<file path="src/rtl/sincos_pkg.sv">
// rtl/sincos_pkg.sv - shared Q1.15 types, constants and table helpers for the quarter-wave sin/cos generator
package sincos_pkg;

    typedef logic signed [15:0] q15_t;
    typedef enum logic [1:0] {Q0, Q1, Q2, Q3} quadrant_t;

    localparam q15_t Q15_MAX = 16'sd32767;

    function automatic q15_t q15_neg(input q15_t x);
        return (x == q15_t'(16'h8000)) ? Q15_MAX : -x;
    endfunction

    // round(32767*sin(k*pi/(2n))) by fixed-point Taylor series (2^30 scale), usable at elaboration.
    function automatic q15_t quarter_sin_entry(input int k, input int n);
        longint scale, x, term, sum;
        scale = longint'(1) << 30;
        x     = (longint'(k) * 64'sd3373259426) / (longint'(n) * 2);
        term  = x;
        sum   = x;
        for (int i = 1; i <= 8; i++) begin
            term = (term * x) / scale;
            term = (term * x) / scale;
            term = -term / longint'((2 * i) * (2 * i + 1));
            sum += term;
        end
        return q15_t'((sum * 32767 + scale / 2) / scale);
    endfunction

endpackage

</file>
<file path="src/rtl/sincos_dp_rom.sv">
// rtl/sincos_dp_rom.sv - dual-port quarter-sine ROM with read register (S1) and output register (S2)
module sincos_dp_rom
    import sincos_pkg::*;
#(
    parameter int ENTRIES = 256,
    localparam int ADDR_W = $clog2(ENTRIES)
) (
    input  logic              clk_i,
    input  logic              rst_n_i,
    input  logic              en_i,
    input  logic [ADDR_W-1:0] addr_a_i,
    input  logic [ADDR_W-1:0] addr_b_i,
    output q15_t              dout_a_o,
    output q15_t              dout_b_o
);
    function automatic logic [ENTRIES*16-1:0] build_table();
        logic [ENTRIES*16-1:0] t;
        t = '0;
        for (int k = 0; k < ENTRIES; k++) begin
            t[k*16 +: 16] = quarter_sin_entry(k, ENTRIES);
        end
        return t;
    endfunction

    localparam logic [ENTRIES*16-1:0] TABLE = build_table();

    q15_t rd_a_q, rd_b_q, out_a_q, out_b_q;

    always_ff @(posedge clk_i or negedge rst_n_i) begin
        if (!rst_n_i) begin
            rd_a_q  <= '0;
            rd_b_q  <= '0;
            out_a_q <= '0;
            out_b_q <= '0;
        end else if (en_i) begin
            rd_a_q  <= TABLE[{addr_a_i, 4'd0} +: 16];
            rd_b_q  <= TABLE[{addr_b_i, 4'd0} +: 16];
            out_a_q <= rd_a_q;
            out_b_q <= rd_b_q;
        end
    end

    assign dout_a_o = out_a_q;
    assign dout_b_o = out_b_q;

endmodule

</file>
<file path="src/rtl/sincos_quadrant_fold.sv">
// rtl/sincos_quadrant_fold.sv - S0 stage: folds a full-circle angle onto quarter-table addresses and sign flags
module sincos_quadrant_fold
    import sincos_pkg::*;
#(
    parameter int IDX_W = 8
) (
    input  logic             clk_i,
    input  logic             rst_n_i,
    input  logic             en_i,
    input  logic [IDX_W+1:0] angle_i,
    output logic [IDX_W-1:0] sin_addr_o,
    output logic [IDX_W-1:0] cos_addr_o,
    output logic             sin_neg_o,
    output logic             cos_neg_o,
    output logic             sin_full_o,
    output logic             cos_full_o
);
    quadrant_t        quad;
    logic [IDX_W-1:0] idx;
    logic [IDX_W-1:0] mirror;
    logic             mirror_full;
    logic [IDX_W-1:0] sin_addr_d, cos_addr_d, sin_addr_q, cos_addr_q;
    logic             sin_neg_d, cos_neg_d, sin_full_d, cos_full_d;
    logic             sin_neg_q, cos_neg_q, sin_full_q, cos_full_q;

    always_comb begin
        quad        = quadrant_t'(angle_i[IDX_W+1 -: 2]);
        idx         = angle_i[IDX_W-1:0];
        // N - idx wraps to address 0 at idx == 0; the full flag substitutes +max there.
        mirror      = -idx;
        mirror_full = (idx == '0);
        sin_addr_d  = idx;
        sin_full_d  = 1'b0;
        sin_neg_d   = 1'b0;
        cos_addr_d  = mirror;
        cos_full_d  = mirror_full;
        cos_neg_d   = 1'b0;
        unique case (quad)
            Q0: ;
            Q1: begin
                sin_addr_d = mirror;
                sin_full_d = mirror_full;
                cos_addr_d = idx;
                cos_full_d = 1'b0;
                cos_neg_d  = 1'b1;
            end
            Q2: begin
                sin_neg_d = 1'b1;
                cos_neg_d = 1'b1;
            end
            Q3: begin
                sin_addr_d = mirror;
                sin_full_d = mirror_full;
                sin_neg_d  = 1'b1;
                cos_addr_d = idx;
                cos_full_d = 1'b0;
            end
        endcase
    end

    always_ff @(posedge clk_i or negedge rst_n_i) begin
        if (!rst_n_i) begin
            sin_addr_q <= '0;
            cos_addr_q <= '0;
            sin_neg_q  <= 1'b0;
            cos_neg_q  <= 1'b0;
            sin_full_q <= 1'b0;
            cos_full_q <= 1'b0;
        end else if (en_i) begin
            sin_addr_q <= sin_addr_d;
            cos_addr_q <= cos_addr_d;
            sin_neg_q  <= sin_neg_d;
            cos_neg_q  <= cos_neg_d;
            sin_full_q <= sin_full_d;
            cos_full_q <= cos_full_d;
        end
    end

    assign sin_addr_o = sin_addr_q;
    assign cos_addr_o = cos_addr_q;
    assign sin_neg_o  = sin_neg_q;
    assign cos_neg_o  = cos_neg_q;
    assign sin_full_o = sin_full_q;
    assign cos_full_o = cos_full_q;

endmodule

</file>
<file path="src/rtl/sincos_quarter_lut.sv">
// rtl/sincos_quarter_lut.sv - 4-stage quarter-wave sin/cos generator with valid/ready on both sides
// Optional macro SINCOS_TAG_EN adds tag_in/tag_out carried alongside each result.
module sincos_quarter_lut
    import sincos_pkg::*;
#(
    parameter int ENTRIES = 256,
`ifdef SINCOS_TAG_EN
    parameter int TAG_W = 8,
`endif
    localparam int ANGLE_W = $clog2(ENTRIES) + 2
) (
    input  logic               clk_in,
    input  logic               rst_n_in,
    input  logic [ANGLE_W-1:0] angle_in,
    input  logic               in_valid,
    output logic               in_ready,
    output logic signed [15:0] sin_out,
    output logic signed [15:0] cos_out,
    output logic               out_valid,
    input  logic               out_ready
`ifdef SINCOS_TAG_EN
    ,
    input  logic [TAG_W-1:0]   tag_in,
    output logic [TAG_W-1:0]   tag_out
`endif
);
    localparam int IDX_W = ANGLE_W - 2;

    logic             advance;
    logic [2:0]       valid_q;
    logic             out_valid_q;
    logic [IDX_W-1:0] sin_addr, cos_addr;
    logic             sin_neg, cos_neg, sin_full, cos_full;
    logic [3:0]       flags_s1_q, flags_s2_q;
    q15_t             rom_sin, rom_cos;
    q15_t             sin_val, cos_val, sin_d, cos_d, sin_q, cos_q;

    // Whole pipeline moves as one; a stalled output freezes every stage.
    assign advance  = !out_valid_q || out_ready;
    assign in_ready = advance;

    sincos_quadrant_fold #(.IDX_W(IDX_W)) u_fold (
        .clk_i      (clk_in),
        .rst_n_i    (rst_n_in),
        .en_i       (advance),
        .angle_i    (angle_in),
        .sin_addr_o (sin_addr),
        .cos_addr_o (cos_addr),
        .sin_neg_o  (sin_neg),
        .cos_neg_o  (cos_neg),
        .sin_full_o (sin_full),
        .cos_full_o (cos_full)
    );

    sincos_dp_rom #(.ENTRIES(ENTRIES)) u_rom (
        .clk_i    (clk_in),
        .rst_n_i  (rst_n_in),
        .en_i     (advance),
        .addr_a_i (sin_addr),
        .addr_b_i (cos_addr),
        .dout_a_o (rom_sin),
        .dout_b_o (rom_cos)
    );

    // flags_sN_q = {sin_neg, cos_neg, sin_full, cos_full}, aligned with the ROM read stages.
    always_comb begin
        sin_val = flags_s2_q[1] ? Q15_MAX : rom_sin;
        cos_val = flags_s2_q[0] ? Q15_MAX : rom_cos;
        sin_d   = flags_s2_q[3] ? q15_neg(sin_val) : sin_val;
        cos_d   = flags_s2_q[2] ? q15_neg(cos_val) : cos_val;
    end

    always_ff @(posedge clk_in or negedge rst_n_in) begin
        if (!rst_n_in) begin
            valid_q     <= '0;
            out_valid_q <= 1'b0;
            flags_s1_q  <= '0;
            flags_s2_q  <= '0;
            sin_q       <= '0;
            cos_q       <= '0;
        end else if (advance) begin
            valid_q     <= {valid_q[1:0], in_valid};
            out_valid_q <= valid_q[2];
            flags_s1_q  <= {sin_neg, cos_neg, sin_full, cos_full};
            flags_s2_q  <= flags_s1_q;
            sin_q       <= sin_d;
            cos_q       <= cos_d;
        end
    end

    assign sin_out   = sin_q;
    assign cos_out   = cos_q;
    assign out_valid = out_valid_q;

`ifdef SINCOS_TAG_EN
    logic [TAG_W-1:0] tag_q [4];

    always_ff @(posedge clk_in or negedge rst_n_in) begin
        if (!rst_n_in) begin
            for (int i = 0; i < 4; i++) tag_q[i] <= '0;
        end else if (advance) begin
            tag_q[0] <= tag_in;
            for (int i = 1; i < 4; i++) tag_q[i] <= tag_q[i-1];
        end
    end

    assign tag_out = tag_q[3];
`endif

endmodule

</file>
<file path="config.mk">
export PLATFORM = sky130hd
export DESIGN_NAME = sincos_quarter_lut
export DESIGN_NICKNAME = d
export VERILOG_FILES = /design/src/rtl/sincos_pkg.sv /design/src/rtl/sincos_dp_rom.sv /design/src/rtl/sincos_quadrant_fold.sv /design/src/rtl/sincos_quarter_lut.sv
export SDC_FILE = /design/constraint.sdc
export NUM_CORES = 1
export LEC_CHECK = 0
export BUFFER_PORTS_ARGS = -buffer_cell sky130_fd_sc_hd__buf_2
export CORE_MARGIN = 1.5
export CORE_UTILIZATION = 25
export DETAILED_ROUTE_END_ITERATION = 6
export PLACE_DENSITY = 0.44
export SYNTH_ARGS = -nofsm -noshare
export SYNTH_HDL_FRONTEND = slang
export SYNTH_SLANG_ARGS = --single-unit
</file>
<file path="constraint.sdc">
create_clock -name clk_in -period 2.8 [get_ports clk_in]
set_input_delay 0.28 -clock clk_in [delete_from_list [all_inputs] [get_ports clk_in]]
set_output_delay 0.28 -clock clk_in [all_outputs]
set_load 0.01 [all_outputs]
</file>
==> impl_metrics.yaml <==
run_status:
  status: "completed"
placement:
  dp_hpwl_um: 52900
  place_area_sq_um: 16600
  gp_congestion: 1.02
  io_buffer_count: 47
  place_ws_ns: -0.144
pwr:
  p_leak_uw: 0.00713
  powerDensity_nw_per_um2: 1290
  total_power_uw: 22300
  ir_worst_vdd_v: 0.000509
sta:
  post-route-period-util: 0.977
  setup_violations: 0
  worst_hold_slack_ns: 0.0545
  timing.setup.tns_ns: 0
  fin_ws_ns: 0.0646
  worstMarginPinSlew_ns: 0.898
  hold_violations: 0
  fin_crit_ns: 2.74
  drv_slew: 0
  rsz0062_at_grt: "yes"
  max_freq_ghz: 0.366
  clock_skew_ns: 0.0144
  max_slew_margin: 0.398
floorplan:
  die_w_um: 239
  die_h_um: 239
  fp.coreArea_sq_um: 55000
  io_pins: 48
  fp-row-count: 86
  die_area_sq_um: 56900
  initial_core_util: 0.252
logic_synthesis:
  synth_top_family_by_area: "compound AO/OA/AOI/OAI gates"
  synth_simple_gate_area_frac: 0.262
  yosysMostFrequentCell: "nand2_1"
  async_flop_share: 1.00
  synth_xor_area_frac: 0.0245
  synth_top_area_cell: "dfrtp_1"
  seq_area_frac_synth: 0.222
  synthFlopType: "dfrtp_1"
  synth_compound_area_frac: 0.355
  synth-edff-count: 0
  ys_ff_latch: 123
  postSynthAreaPerCell_sq_um: 7.04
  synthMuxAreaShare: 0.0155
  synth_fa_ha_area_frac: 0.0406
  ys_top_cells_by_area: "dfrtp_1 22%, nand2_1 8.6%, a21oi_1 5.4%, o21ai_0 5.0%, nor2_1 4.7%"
  syn_nets: 2030
  syn_inst: 1971
  synth_top_area_share: 0.222
  yosys_warnings: 0
  ys_types: 83
  netlist_area_sq_um: 13900
  ys_top_cells_by_count: "319 x nand2_1, 173 x nor2_1, 150 x a21oi_1"
final_layout:
  multi_input_area_sq_um: 9740
  antennaDiodeCount: 0
  nets: 2186
  drive_gt1_frac: 0.207
  synthToLayoutAreaGrowth_pct: 24.6
  fillers: 6023
  final_area_sq_um: 17300
  regArea_sq_um: 3100
drt:
  ant_nets: 0
  drc: 0
  vias: 17100
  wl_um: 71900
  post_drt_wl_per_cell_um: 24.9
  first_pass_iters: 6
  drt_iter0_markers: 2394
  via_per_inst: 5.94
global_routing:
  grt_usage: 0.248
  grt_pass1_vias: 16000
  antenna_found_initial: 2
  overflow: 0
  grt_pass1_wl_um: 107000
  grt_max_degree: 112
setup_path:
  end_kind: "flop"
  cp.arrival_ns: 3.03
  critical-path-slowest-cell: "dfrtp_2"
  worst_ep_required_time_ns: 3.09
  path_common_cell: "buf_4"
  critPathLaunchType: "flop"
  critPathMaxStageDelay_ns: 0.44
  criticalPathCategory: "flop to flop"
  crit_fanout: 8
  path_cells: "inv_2 -> buf_4 -> ha_2 -> buf_4 -> nor2b_1 -> buf_4 -> o211ai_1 -> a21oi_1 -> a311oi_2 -> nor3_2 -> buf_4 -> a31oi_1"
clock_tree:
  htreeDepth: 4
  clock-sinks: 123
  cts-root-buf: "clkbuf_16"
  clk_pin_slew_ns: 0.06
  tritoncts: "yes"
  cts_buffer_depth: 2
  numCtsBuffers: 17
  clk_latency_ns: 0.43
job:
  drv_cap: 0
hold_path:
  hold_class: "primary input to flop"
[where the power goes]
| group | total (uW) | switching (uW) | internal, uW |
|---|---|---|---|
| Combinational | 16500 | 10100 | 6390 |
| Clock | 2210 | 857 | 1350 |
| Sequential | 3610 | 970 | 2640 |
[stage by stage]
step / cells / utilization
after CTS: 2888 / 0.314
final: 2888 / 0.314
after detailed placement: 2855 / 0.303
after global placement: 2855 / 0.303
after floorplan: 1971 / -
after global routing: 2888 / 0.314
[per-layer routing]
layer / vias up / global-route usage / share of wire
met5: - / 0 / 0.00053
met4: 4 / 0.0815 / 0.035
met3: 170 / 0.0559 / 0.10
met2: 1090 / 0.371 / 0.43
met1: 8276 / 0.350 / 0.44
li1: 7603 / - / -
[kinds of logic after synthesis]
| kind of cell | after synthesis |
|---|---|
| adder cells (fa/ha/maj) | 45 |
| AO/OA/AOI/OAI | 718 |
| multiplexers | 15 |
| flip-flops | 123 |
| buffers and inverters | 247 |
| XOR/XNOR | 38 |
| AND/OR/NAND/NOR | 785 |
[what timing repair did]
action                                  in CTS  in global routing
hold buffers                                 1                  0
setup buffers                                0                  0
endpoints found under the setup margin       4                 15
hold endpoints to repair                    42                  0
resized for setup                            7                 14
[final cells by class]
type / count / area share
well taps: 748 / 0.0541
repair buffers: 352 / 0.162
multi-input cells: 1601 / 0.563
clock inverters: 11 / 0.00695
clock buffers: 21 / 0.0266
inverters: 32 / 0.00709
flip-flops and latches: 123 / 0.179
[worst paths after layout]
check	startpoint	end	slack (ns)	cells after the start
setup / recovery	u_fold.cos_addr_o[0]	u_rom.rd_a_q[3]	0.06	12
hold / removal	in_valid	valid_q[0]	0.05	3
setup reg to reg	u_fold.cos_addr_o[0]	u_rom.rd_a_q[3]	0.06	12
hold reg to reg	valid_q[2]	valid_q[2]	0.46	2
max in group asynchronous	rst_n_in	cos_out[8]	1.59	4
min in group asynchronous	rst_n_in	sin_out[5]	0.35	2
[layout by cell type (no fill, tap or decap), types with 9 or more instances in the layout]
master     instances
a2111oi_0         13
a211o_1           14
a211oi_1          45
a21o_1            14
a21oi_1          150
a221o_1           11
a221oi_1          11
a311o_1           10
a311oi_1          26
a31oi_1           45
and2_1            12
and3_1            13
buf_12            22
buf_2             46
buf_4            282
clkbuf_16         17
dfrtp_1          114
ha_1              43
inv_1             25
nand2_1          319
nand2b_1          60
nand3_1           46
nor2_1           172
nor2b_1           44
nor3_1            41
nor3b_1           12
o211ai_1          41
o21ai_0          138
o221ai_1          12
o22ai_1           14
o311ai_0          24
o31ai_1           28
o32ai_1            9
or2_2              9
or3_1             12
xnor2_1           27
xor2_1            10
[critical path, delay by kind of cell (launching register included)]
kind	cells	cell delay, ns
adders and majority gates	1	0.44
AOI/OAI and AO/OA	4	0.42
buffers and inverters	5	0.73
and+or+nand+nor	2	0.57
DFF	1	0.44
[sequential cells by signal (all words and copies together) (netlist names)]
signal,count
out_valid,1
flags_s1_q,4
u_fold.sin_full_o,1
u_rom.rd_a_q,15
u_fold.sin_addr_o,7
valid_q,3
cos_out,16
u_fold.cos_neg_o,1
u_fold.cos_addr_o,8
flags_s2_q,4
u_rom.dout_b_o,15
u_fold.cos_full_o,1
sin_out,16
u_fold.sin_neg_o,1
u_rom.rd_b_q,15
u_rom.dout_a_o,15
(Power assumes the default switching activity.)
